File: src/rtl/led_breathe.sv
// PWM "breathing" driver for the two RF-board LEDs: duty ramps up, holds,
// ramps down, holds, and repeats; led2 is the complement of led1 while running.
module led_breathe #(
  parameter int unsigned PRESCALE     = 390,
  parameter int unsigned PWM_BITS     = 8,
  parameter int unsigned STEP_PERIODS = 4,
  parameter int unsigned HOLD_STEPS   = 64
) (
  input  logic                clk,
  input  logic                reset_n,
  input  logic                enable,
  output logic                led1,
  output logic                led2,
  output logic [PWM_BITS-1:0] duty,
  output logic                cycle_done
);

  localparam int unsigned PRE_W  = (PRESCALE > 1)     ? $clog2(PRESCALE)     : 1;
  localparam int unsigned STEP_W = (STEP_PERIODS > 1) ? $clog2(STEP_PERIODS) : 1;
  localparam int unsigned HOLD_W = (HOLD_STEPS > 1)   ? $clog2(HOLD_STEPS)   : 1;

  localparam logic [PRE_W-1:0]    PRE_LAST  = PRE_W'(PRESCALE - 1);
  localparam logic [STEP_W-1:0]   STEP_LAST = STEP_W'(STEP_PERIODS - 1);
  localparam logic [HOLD_W-1:0]   HOLD_LAST = HOLD_W'(HOLD_STEPS - 1);
  localparam logic [PWM_BITS-1:0] MAX       = '1;

  typedef enum logic [2:0] {
    S_OFF,
    S_UP,
    S_HOLD_HI,
    S_DOWN,
    S_HOLD_LO
  } state_e;

  state_e              state_q, state_d;
  logic [PRE_W-1:0]    pre_q,   pre_d;
  logic [PWM_BITS-1:0] pwm_q,   pwm_d;
  logic [STEP_W-1:0]   stp_q,   stp_d;
  logic [HOLD_W-1:0]   hold_q,  hold_d;
  logic [PWM_BITS-1:0] duty_q,  duty_d;
  logic                led1_q,  led1_d;
  logic                led2_q,  led2_d;
  logic                cdone_q, cdone_d;

  logic tick, period_end, step, lit;

  always_ff @(posedge clk) begin
    if (!reset_n) begin
      state_q <= S_OFF;
      pre_q   <= '0;
      pwm_q   <= '0;
      stp_q   <= '0;
      hold_q  <= '0;
      duty_q  <= '0;
      led1_q  <= 1'b0;
      led2_q  <= 1'b0;
      cdone_q <= 1'b0;
    end else begin
      state_q <= state_d;
      pre_q   <= pre_d;
      pwm_q   <= pwm_d;
      stp_q   <= stp_d;
      hold_q  <= hold_d;
      duty_q  <= duty_d;
      led1_q  <= led1_d;
      led2_q  <= led2_d;
      cdone_q <= cdone_d;
    end
  end

  always_comb begin
    tick       = (pre_q == PRE_LAST);
    period_end = tick && (pwm_q == MAX);
    step       = period_end && (stp_q == STEP_LAST);
    lit        = (pwm_q < duty_q);

    state_d = state_q;
    pre_d   = pre_q;
    pwm_d   = pwm_q;
    stp_d   = stp_q;
    hold_d  = hold_q;
    duty_d  = duty_q;
    led1_d  = 1'b0;
    led2_d  = 1'b0;
    cdone_d = 1'b0;

    // enable low wins over any pending step: immediate stop, no fade-out
    if (!enable || state_q == S_OFF) begin
      state_d = enable ? S_UP : S_OFF;
      pre_d   = '0;
      pwm_d   = '0;
      stp_d   = '0;
      hold_d  = '0;
      duty_d  = '0;
    end else begin
      led1_d = lit;
      led2_d = !lit;
      pre_d  = tick ? '0 : pre_q + 1'b1;
      if (tick)       pwm_d = pwm_q + 1'b1;
      if (period_end) stp_d = step ? '0 : stp_q + 1'b1;
      if (step) begin
        case (state_q)
          S_UP: begin
            if (duty_q == MAX) begin
              state_d = S_HOLD_HI;
              hold_d  = '0;
            end else begin
              duty_d = duty_q + 1'b1;
            end
          end
          S_HOLD_HI: begin
            if (hold_q == HOLD_LAST) begin
              state_d = S_DOWN;
              hold_d  = '0;
            end else begin
              hold_d = hold_q + 1'b1;
            end
          end
          S_DOWN: begin
            if (duty_q == '0) begin
              state_d = S_HOLD_LO;
              hold_d  = '0;
            end else begin
              duty_d = duty_q - 1'b1;
            end
          end
          S_HOLD_LO: begin
            if (hold_q == HOLD_LAST) begin
              state_d = S_UP;
              hold_d  = '0;
              cdone_d = 1'b1;
            end else begin
              hold_d = hold_q + 1'b1;
            end
          end
          default: state_d = S_OFF;
        endcase
      end
    end
  end

  assign led1       = led1_q;
  assign led2       = led2_q;
  assign duty       = duty_q;
  assign cycle_done = cdone_q;

endmodule

File: config.mk
export PLATFORM = sky130hd
export DESIGN_NAME = led_breathe
export DESIGN_NICKNAME = d
export VERILOG_FILES = /design/src/rtl/led_breathe.sv
export SDC_FILE = /design/constraint.sdc
export NUM_CORES = 1
export LEC_CHECK = 0
export CAP_MARGIN = 40
export CORE_UTILIZATION = 59
export CTS_CLUSTER_DIAMETER = 100
export DETAILED_ROUTE_END_ITERATION = 12
export PLACE_DENSITY = 0.86
export SLEW_MARGIN = 20
export SYNTH_ARGS = -nofsm -noshare
export SYNTH_HDL_FRONTEND = slang
export SYNTH_SLANG_ARGS = --single-unit
export TNS_END_PERCENT = 1
File: constraint.sdc
create_clock -name clk -period 3.01 [get_ports clk]
set_clock_uncertainty 0.2 [all_clocks]
set_input_delay 0.4515 -clock clk [delete_from_list [all_inputs] [get_ports clk]]
set_output_delay 0.4515 -clock clk [all_outputs]
set_load 0.01 [all_outputs]
==> out/results.ini, run 1 <==
[outcome]
status = completed

[clocking]
cts_resized = 0
cts_buffer_depth = 2
clock_sinks = 39
cts_tree = done
postCtsSetupRepairBufs = 0
clockRootBuffer = clkbuf_8
cts_hold_buf = 0
clk_pin_slew_ns = 0.08
htreeDepth = 2
clock_latency_ns = 0.30
cts_made_buffers = 5

[routing]
drtPass1Iterations = 5
vias_per_cell = 6.184
route.detailed.drc = 0
routed_wl_um = 4725
antenna_left = 0
wl_per_cell_um = 14.72
drt-initial-drc-count = 157
dr_total_vias = 1985

[worst_setup_path]
critPathCaptureType = flip-flop
crit_arrival_ns = 2.77
start_kind = flip-flop
cp_max_fo = 10
critPathRequiredTime_ns = 3.03
worstSetupPathType = flip-flop to flip-flop

[logic_synthesis]
syn_avg_cell_area_sq_um = 8.608
ys_ff_latch = 39
synth_area_leader_cell = dfxtp_1
synth_edf_count = 0
ys_types = 49
yosys_most_used_dff = dfxtp_1
syn_nets = 274
synth.area.top_cells = dfxtp_1 (35%), ha_1 (7.3%), nor2_1 (5.6%), a21oi_1 (4.1%), xor2_1 (3.5%)
ys_seq_area_share_pct = 35.15
yosysWarnings = 0
syn_inst = 258
synthesis.area_sq_um = 2221
synthDominantCellAreaShare_pct = 35.15
synthArstFlopShare_pct = 0

[global_routing]
track_usage_pct = 25.28
antenna_found_initial = 0
grt_pass1_vias = 1816
grt_overflow = 0
grt_max_degree = 14
grt_pass1_wl_um = 8107

[pwr]
power.share.sequential_pct = 52.6
p_sw_share_pct = 21.71
power.density_nw_per_um2 = 401.0
internal-power_uw = 772.6
clockPowerShare_pct = 45.0
peakVddDrop_uv = 261.9
p_comb_share_pct = 2.4
p_leak_uw = 0.0008400
switchingPower_uw = 214.2
p_total_uw = 986.8

[place]
gp_congestion = 0.8205
place_area_sq_um = 2349
numPortBuffers = 13
post-place-ws_ns = 0.3047
place_hpwl_um = 3326

[final_layout]
fill_cells = 275
drive_gt1_share_pct = 9.455
multiInputGateArea_sq_um = 1309
syn2layout_area_growth_pct = 10.82
fin_area_sq_um = 2461
antenna_cells = 0
fin_nets = 290
regArea_sq_um = 780.7

[timing]
setup_violations = 0
timing.fmax_mhz = 364.2
slew_headroom_pct = 59.68
worst_slack_ns = 0.2642
finalCritPeriodShare_pct = 91.22
final.min_clock_period_ns = 2.746
hold_violations = 0
tightest_slew_ns = 0.6021
rsz0062_at_grt = no
slew_violations = 0
setup-tns-final_ns = 0

[run]
cap_violations = 0

[die]
core_sq_um = 3468
dieHeight_um = 63.36
ios = 14
die_area_sq_um = 4014
fp-row-count = 21
die_w_um = 63.36
start_util_pct = 64.03

[hold_path]
hold_class = flip-flop to flip-flop

-- worst max-delay path, stage by stage (launching register included) --
cell	delay, ns
dfxtp_1	0.49
and3b_2	0.27
xnor2_1	0.13
ha_1	0.23
or4_1	0.51
mux2_2	0.30
or4_1	0.40
a21oi_1	0.14
-- placed cells by master (no fill, tap or decap), drive strengths merged, types with 4 or more instances in the layout --
cell type and count:
a21oi 18, and2 5, buf 4, clkbuf 5
clkdlybuf4s50 13, dfxtp 39, ha 13, inv 11
nand2 20, nand2b 4, nand3 14, nand3b 5
nand4 7, nor2 33, nor3 4, o21ai 4
o31ai 4, or3 8, or4 7, xnor2 6
xor2 9
-- worst paths after layout --
kind / startpoint / endpoint / slack, ns / depth (start not counted)
max: state_q[2]$_SDFFE_PN0P_ / duty[4]$_SDFFE_PP0P_ / 0.26 / 7
min: hold_q[1]$_SDFFE_PP0P_ / hold_q[1]$_SDFFE_PP0P_ / 0.28 / 2
max reg2reg: state_q[2]$_SDFFE_PN0P_ / duty[4]$_SDFFE_PP0P_ / 0.26 / 7
min reg2reg: hold_q[1]$_SDFFE_PP0P_ / hold_q[1]$_SDFFE_PP0P_ / 0.28 / 2
-- registers in the layout (all words and copies together), names as in the netlist --
signal and flops:
pre_q 9, state_q 3, hold_q 6, cycle_done 1, pwm_q 8, duty 8, led1 1, stp_q 2
led2 1
-- power groups by stage --
stage	clock network [uW]	logic (uW)	registers, uW
2_1_floorplan	0	15.8	531
3_3_place_gp	0	22.3	531
4_1_cts	447	23.1	519
3_5_place_dp	0	22.9	531
6_report	444	23.4	519
5_1_grt	474	26.5	519
-- metrics by stage --
stage | cells | utilization, % | hold slack, ns
final | 321 | 70.96 | 0.2849
after global routing | 321 | 70.96 | 0.2989
after CTS | 321 | 70.96 | 0.2821
after detailed placement | 313 | 67.71 | 0.2710
after global placement | 313 | 67.71 | 0.2623
after floorplan | 258 | - | 0.2417
-- synthesized netlist by cell type (all sizes together), types with 5 or more instances --
library cell and number:
inv 11, nor2 33, xor2 9, xnor2 6, nand4 7, or3 8
a21oi 18, nand2 20, ha 13, nand3 14, and2 5, nand3b 5
dfxtp 39, buf 5, or4 7
-- metal layers --
metal | GRT usage (%) | share of wire, %
met4 | 12.50 | 1.7
met5 | 0 | 0
met1 | 32.66 | 47
met2 | 38.96 | 46
met3 | 6.159 | 5.6
-- cell type report --
| cell class | instances | share of cell area (%) |
|---|---|---|
| clock buffer | 5 | 2.796 |
| clock inverter | 3 | 1.779 |
| inverter | 11 | 1.678 |
| multi-input combinational | 200 | 53.18 |
| sequential | 39 | 31.72 |
| tap | 46 | 2.339 |
| timing repair buffer | 17 | 6.507 |
-- logic make-up after synthesis --
logic type / after synthesis / synth area share (%)
AOI/OAI and AO/OA: 47 / 14.20
adders and majority gates: 13 / 7.324
and+or+nand+nor: 119 / 28.62
muxes: 6 / 2.873
DFF: 39 / 35.15
buffers and inverters: 19 / 5.915
xor gates and xnor gates: 15 / 5.916
Note: power is estimated with default switching activity, not from simulation.
==> run 2: changes to the inputs <==
CAP_MARGIN = not set   (was 40)
SLEW_MARGIN = not set   (was 20)
==> results of run 2 <==
The final DEF is identical to that of run 1; final timing and power are the same.
